===== config.mk =====
export PLATFORM = sky130hd
export DESIGN_NAME = mux4x1_rr_ctrl_flat
export DESIGN_NICKNAME = d
export VERILOG_FILES = /design/src/rtl/mux4x1_rr_ctrl_pkg.sv /design/src/rtl/mux4x1_rr_ctrl_if.sv /design/src/rtl/mux4x1_rr_ctrl_rr_pick4.sv /design/src/rtl/mux4x1_rr_ctrl.sv /design/src/flat_wrapper.sv
export SDC_FILE = /design/constraint.sdc
export NUM_CORES = 1
export LEC_CHECK = 0
export CAP_MARGIN = 20
export CORE_MARGIN = 2
export CORE_UTILIZATION = 35
export DETAILED_ROUTE_END_ITERATION = 10
export HOLD_SLACK_MARGIN = 0.15
export PLACE_DENSITY = 0.65
export SYNTH_ARGS = -nofsm -noshare
export SYNTH_HDL_FRONTEND = slang
export SYNTH_HIERARCHICAL = 1
export SYNTH_SLANG_ARGS = --single-unit

===== constraint.sdc =====
create_clock -name clk -period 1.3 [get_ports clk]
set_input_delay 0.195 -clock clk [delete_from_list [all_inputs] [get_ports clk]]
set_output_delay 0.195 -clock clk [all_outputs]
set_load 0.02 [all_outputs]

===== src/rtl/mux4x1_rr_ctrl_pkg.sv =====
// Shared constants and types for the round-robin 4:1 mux select controller.
package mux4x1_rr_ctrl_pkg;

    localparam int NUM_SRC = 4;

    localparam logic [1:0] IDLE_ENC   = 2'd0;
    localparam logic [1:0] SETTLE_ENC = 2'd1;
    localparam logic [1:0] HOLD_ENC   = 2'd2;

    // Reset value of the last-granted pointer; makes source 0 first in line.
    localparam logic [1:0] LAST_RESET = 2'd3;

    typedef enum logic [1:0] {
        IDLE   = IDLE_ENC,
        SETTLE = SETTLE_ENC,
        HOLD   = HOLD_ENC
    } state_t;

    function automatic logic [NUM_SRC-1:0] onehot4(input logic [1:0] idx);
        return 4'b0001 << idx;
    endfunction

endpackage


===== src/rtl/mux4x1_rr_ctrl_if.sv =====
// Request/ack, mux select/feedback and downstream valid/ready bundle.
interface mux4x1_rr_ctrl_if
    import mux4x1_rr_ctrl_pkg::*;
#(
    parameter int W = 4
);
    logic [NUM_SRC-1:0] req;
    logic [NUM_SRC-1:0] ack;
    logic [1:0]         select;
    logic [W-1:0]       mux_data;
    logic [W-1:0]       out_data;
    logic [1:0]         out_src;
    logic               out_valid;
    logic               out_ready;

    modport master (
        input  req, mux_data, out_ready,
        output ack, select, out_data, out_src, out_valid
    );

    modport slave (
        output req, mux_data, out_ready,
        input  ack, select, out_data, out_src, out_valid
    );
endinterface


===== src/rtl/mux4x1_rr_ctrl_rr_pick4.sv =====
// Combinational round-robin picker: first requester after 'last', wrapping mod 4.
module mux4x1_rr_ctrl_rr_pick4
    import mux4x1_rr_ctrl_pkg::*;
(
    input  logic [NUM_SRC-1:0] req,
    input  logic [1:0]         last,
    output logic [1:0]         winner,
    output logic               any
);
    logic [1:0] cand [NUM_SRC];

    generate
        for (genvar gi = 0; gi < NUM_SRC; gi++) begin : g_cand
            assign cand[gi] = last + 2'(gi + 1);
        end
    endgenerate

    // Scan from the farthest candidate back so the nearest requester wins.
    always_comb begin
        winner = last;
        any    = |req;
        for (int k = NUM_SRC - 1; k >= 0; k--) begin
            if (req[cand[k]]) begin
                winner = cand[k];
            end
        end
    end
endmodule


===== src/rtl/mux4x1_rr_ctrl.sv =====
// Round-robin select controller for an external 4:1 mux with settle-then-capture.
// Optional per-source grant counters via MUX4X1_RR_CTRL_STATS_EN.
module mux4x1_rr_ctrl
    import mux4x1_rr_ctrl_pkg::*;
#(
    parameter int W = 4
) (
    input  logic             clk,
    input  logic             reset,
    mux4x1_rr_ctrl_if.master bus
`ifdef MUX4X1_RR_CTRL_STATS_EN
    ,
    output logic [31:0]      grant_cnt
`endif
);
    state_t             state_reg, state_next;
    logic [1:0]         select_reg, select_next;
    logic [NUM_SRC-1:0] ack_reg, ack_next;
    logic [W-1:0]       out_data_reg, out_data_next;
    logic [1:0]         out_src_reg, out_src_next;
    logic               out_valid_reg, out_valid_next;
    logic [1:0]         last_reg, last_next;
    logic [1:0]         winner;
    logic               any;

    mux4x1_rr_ctrl_rr_pick4 rr_pick4 (
        .req    (bus.req),
        .last   (last_reg),
        .winner (winner),
        .any    (any)
    );

    always_ff @(posedge clk or posedge reset) begin
        if (reset) begin
            state_reg     <= IDLE;
            select_reg    <= '0;
            ack_reg       <= '0;
            out_data_reg  <= '0;
            out_src_reg   <= '0;
            out_valid_reg <= 1'b0;
            last_reg      <= LAST_RESET;
        end else begin
            state_reg     <= state_next;
            select_reg    <= select_next;
            ack_reg       <= ack_next;
            out_data_reg  <= out_data_next;
            out_src_reg   <= out_src_next;
            out_valid_reg <= out_valid_next;
            last_reg      <= last_next;
        end
    end

    always_comb begin
        state_next     = state_reg;
        select_next    = select_reg;
        ack_next       = '0;
        out_data_next  = out_data_reg;
        out_src_next   = out_src_reg;
        out_valid_next = out_valid_reg;
        last_next      = last_reg;
        case (state_reg)
            IDLE: begin
                if (any) begin
                    select_next = winner;
                    state_next  = SETTLE;
                end
            end
            SETTLE: begin
                // select has been stable a full cycle, so mux_data is valid now.
                out_data_next  = bus.mux_data;
                out_src_next   = select_reg;
                out_valid_next = 1'b1;
                ack_next       = onehot4(select_reg);
                last_next      = select_reg;
                state_next     = HOLD;
            end
            HOLD: begin
                if (out_valid_reg && bus.out_ready) begin
                    out_valid_next = 1'b0;
                    state_next     = IDLE;
                end
            end
            default: state_next = IDLE;
        endcase
    end

    assign bus.ack       = ack_reg;
    assign bus.select    = select_reg;
    assign bus.out_data  = out_data_reg;
    assign bus.out_src   = out_src_reg;
    assign bus.out_valid = out_valid_reg;

`ifdef MUX4X1_RR_CTRL_STATS_EN
    logic [7:0] cnt_reg [NUM_SRC];

    generate
        for (genvar gi = 0; gi < NUM_SRC; gi++) begin : g_cnt
            always_ff @(posedge clk or posedge reset) begin
                if (reset) begin
                    cnt_reg[gi] <= '0;
                end else if (ack_reg[gi] && (cnt_reg[gi] != 8'hFF)) begin
                    cnt_reg[gi] <= cnt_reg[gi] + 8'd1;
                end
            end
            assign grant_cnt[8*gi +: 8] = cnt_reg[gi];
        end
    endgenerate
`endif
endmodule


===== src/flat_wrapper.sv =====
// flat-port wrapper written by rule: the top's interface ports become plain ports
module mux4x1_rr_ctrl_flat import mux4x1_rr_ctrl_pkg::*;
#(
    parameter int W = 4
)
  (clk, reset, bus_req, bus_mux_data, bus_out_ready, bus_ack, bus_select, bus_out_data, bus_out_src, bus_out_valid);
  mux4x1_rr_ctrl_if #(.W(W)) bus_i ();
  input  logic clk;
  input  logic reset;
  input wire logic [$bits(bus_i.req)-1:0] bus_req;
  input wire logic [$bits(bus_i.mux_data)-1:0] bus_mux_data;
  input wire logic [$bits(bus_i.out_ready)-1:0] bus_out_ready;
  output wire logic [$bits(bus_i.ack)-1:0] bus_ack;
  output wire logic [$bits(bus_i.select)-1:0] bus_select;
  output wire logic [$bits(bus_i.out_data)-1:0] bus_out_data;
  output wire logic [$bits(bus_i.out_src)-1:0] bus_out_src;
  output wire logic [$bits(bus_i.out_valid)-1:0] bus_out_valid;
  assign bus_i.req = bus_req;
  assign bus_i.mux_data = bus_mux_data;
  assign bus_i.out_ready = bus_out_ready;
  assign bus_ack = bus_i.ack;
  assign bus_select = bus_i.select;
  assign bus_out_data = bus_i.out_data;
  assign bus_out_src = bus_i.out_src;
  assign bus_out_valid = bus_i.out_valid;
  mux4x1_rr_ctrl #(.W(W)) u_core (.clk(clk), .reset(reset), .bus(bus_i));
endmodule

==> reports/metrics.cfg <==
[timing]
worstMarginPinSlew_ns=0.256
clock_skew_ns=0.000738
rsz0062_at_grt=yes
finalMaxSlewViolations=0
post-route-min-period_ns=1.46
setup_viol=2
setup_tns_ns=-0.275
hold_viol=0
slew_headroom_pct=82.9
finalWorstSetupSlack_ns=-0.157
period_share_pct=112
fmax_mhz=686

[floorplanning]
die-area_um2=2590
core-area_um2=2020
io_pins=24
die_w_um=50.9
floorplan.initialDensity_pct=38.0
row_count=16
dieHeight_um=50.9

[detailed_routing]
drc_errors=0
drtIter0Drc=7
drt-wirelength-per-cell_um=12.0
antenna_left=0
wl_mm=1.45
viasPerCell=4.59
drt_first_pass_iters=2
via_count=555

[grt]
grt_antenna_before_repair=0
grt_max_degree=10
grt-ovfl-total=0
grt_pass1_vias=529
grt_usage_pct=12.8
grt_pass1_wl_mm=2.41

[clocking]
cts_tree=done
clk_pin_slew_ns=0.09
clockRootBuffer=clkbuf_4
clk_path_buf_depth=2
cts_setup_buffers=0
numCtsBuffers=3
clock_latency_ns=0.28
clock_sinks=17
cts_max_level=1

[critical_path]
max_stage_delay_ns=0.58
start_kind=flip-flop
crit_path_cell_trace=mux2i_1, nor2_1, a221o_1, mux2_2
critPathTopFamily=flip-flops
critPathArrivalTime_ns=1.63
slowest_stage=dfstp_2
worst-path-buf-inv=0
rrSetupSlack_ns=-0.16
cp-end-kind=flip-flop
crit_required_ns=1.47
cp_max_fo=4
path_class=flip-flop to flip-flop

[min_path]
hp-class=flip-flop to flip-flop

[logic_synthesis]
avgSynthCellArea_um2=13.5
async_reset_ff_share_pct=100
ys.flop_type=dfrtp_1
synth_top_area_share_pct=48.9
synth_edf_count=0
synth_cell_types=23
synthTopCellsByArea=dfrtp_1, mux2_4, dfstp_2, buf_6, mux2_2
syn_area_um2=768
ys_ff_latch=17
yosys.area.top_type=dfrtp_1
synth_cells=57
synth-seq-area-share_pct=55.7
yosysWarnings=6
synth_fp_nets=68

[finish]
mostFrequentLayoutCell=dfrtp_1
fill_cells=193
layout_common_cells=dfrtp_1, dlygate4sd2_1, buf_4, clkdlybuf4s50_1, mux2_4
multiInputGateArea_um2=302
finalInstanceArea_um2=1110
regArea_um2=428
fin_nets=106
diodes=0
area.growth.synth_to_final_pct=45.1
finish.utilization_pct=55.1
drive_gt1_share_pct=29.8

[power_and_ir_drop]
pwr-share-clk_pct=10.1
leakage_nw=0.548
ir_drop_v=0.00121
p_int_mw=1.67
sequentialPowerShare_pct=37.1
switching_share_pct=35.7
netSwitchingPower_mw=0.930
combPwrFrac_pct=52.7
p_per_area_nw_per_um2=2340

[place]
placed_area_um2=1090
hpwl_mm=1.09
portBuffers=23
gp_congestion=0.669

[status]
violations=negative setup slack
status=complete, but fails checks

[job]
cap_violations=0

cells by family (layout without fill, tap and decap cells):
family / count (synthesis) / after routing / share of synthesized area (%)
flip-flops: 17 / 17 / 55.7
AND/OR/NAND/NOR: 14 / 14 / 12.1
multiplexers: 11 / 11 / 19.9
AO/OA/AOI/OAI: 8 / 8 / 7.00
buffers and inverters: 7 / 44 / 5.37
layout make-up:
| cell class | instances | share of cell area, % |
|---|---|---|
| sequential | 17 | 38.4 |
| timing repair buffer | 35 | 27.5 |
| multi-input combinational | 33 | 27.0 |
| tap | 27 | 3.03 |
| clock buffer | 4 | 2.36 |
| inverter | 5 | 1.68 |
worst paths after layout:
check / to / cells past startpoint / from
setup / recovery: u_core/bus.select[0] / 4 / u_core/last_reg[1]
hold reg to reg: u_core/bus.out_data[2] / 1 / u_core/bus.out_data[2]
max in group asynchronous: u_core/last_reg[0] / 4 / reset
setup reg to reg: u_core/bus.select[0] / 4 / u_core/last_reg[1]
hold / removal: u_core/bus.out_data[2] / 1 / u_core/bus.out_data[2]
min in group asynchronous: u_core/bus.out_data[1] / 3 / reset
layer usage:
| metal | up-vias | part of all wire [%] | GRT usage [%] |
|---|---|---|---|
| met4 | 0 | 0 | 6.76 |
| met3 | 0 | 5.3 | 2.92 |
| met1 | 263 | 45 | 16.3 |
| met2 | 18 | 49 | 20.2 |
| li1 | 274 | - | - |
| met5 | - | 0 | 0 |
through the flow:
| stage | instances | hold slack (ns) | total power, mW | setup slack [ns] |
|---|---|---|---|---|
| after floorplan | 57 | 0.120 | 1.90 | -0.100 |
| after global placement | 116 | 0.447 | 2.46 | -0.386 |
| after detailed placement | 116 | 0.441 | 2.48 | -0.412 |
| after CTS | 121 | 0.513 | 2.63 | -0.157 |
| after global routing | 121 | 0.515 | 2.78 | -0.193 |
| final | 121 | 0.510 | 2.60 | -0.157 |
cells in the mapped netlist (all sizes together), types with 2 or more instances:
master / number
dfstp: 2
buf: 2
dfrtp: 15
nor3b: 3
mux2: 10
inv: 5
nand2b: 3
a21oi: 2
nor3: 2
nor2b: 2
power groups by stage:
stage / clock [mW] / sequential, mW / combinational [mW]
after global routing: 0.302 / 1.01 / 1.47
after CTS: 0.281 / 0.969 / 1.38
final: 0.264 / 0.966 / 1.37
after global placement: 0 / 0.976 / 1.48
after floorplan: 0 / 1.21 / 0.691
after detailed placement: 0 / 0.980 / 1.50
what timing repair did:
item,4_1_cts,5_1_grt
endpoints found under the hold margin,4,0
endpoints found under the setup margin,15,4
pin swaps,0,0
hold buffers,1,0
resized for setup,13,1
(Power assumes the default switching activity.)
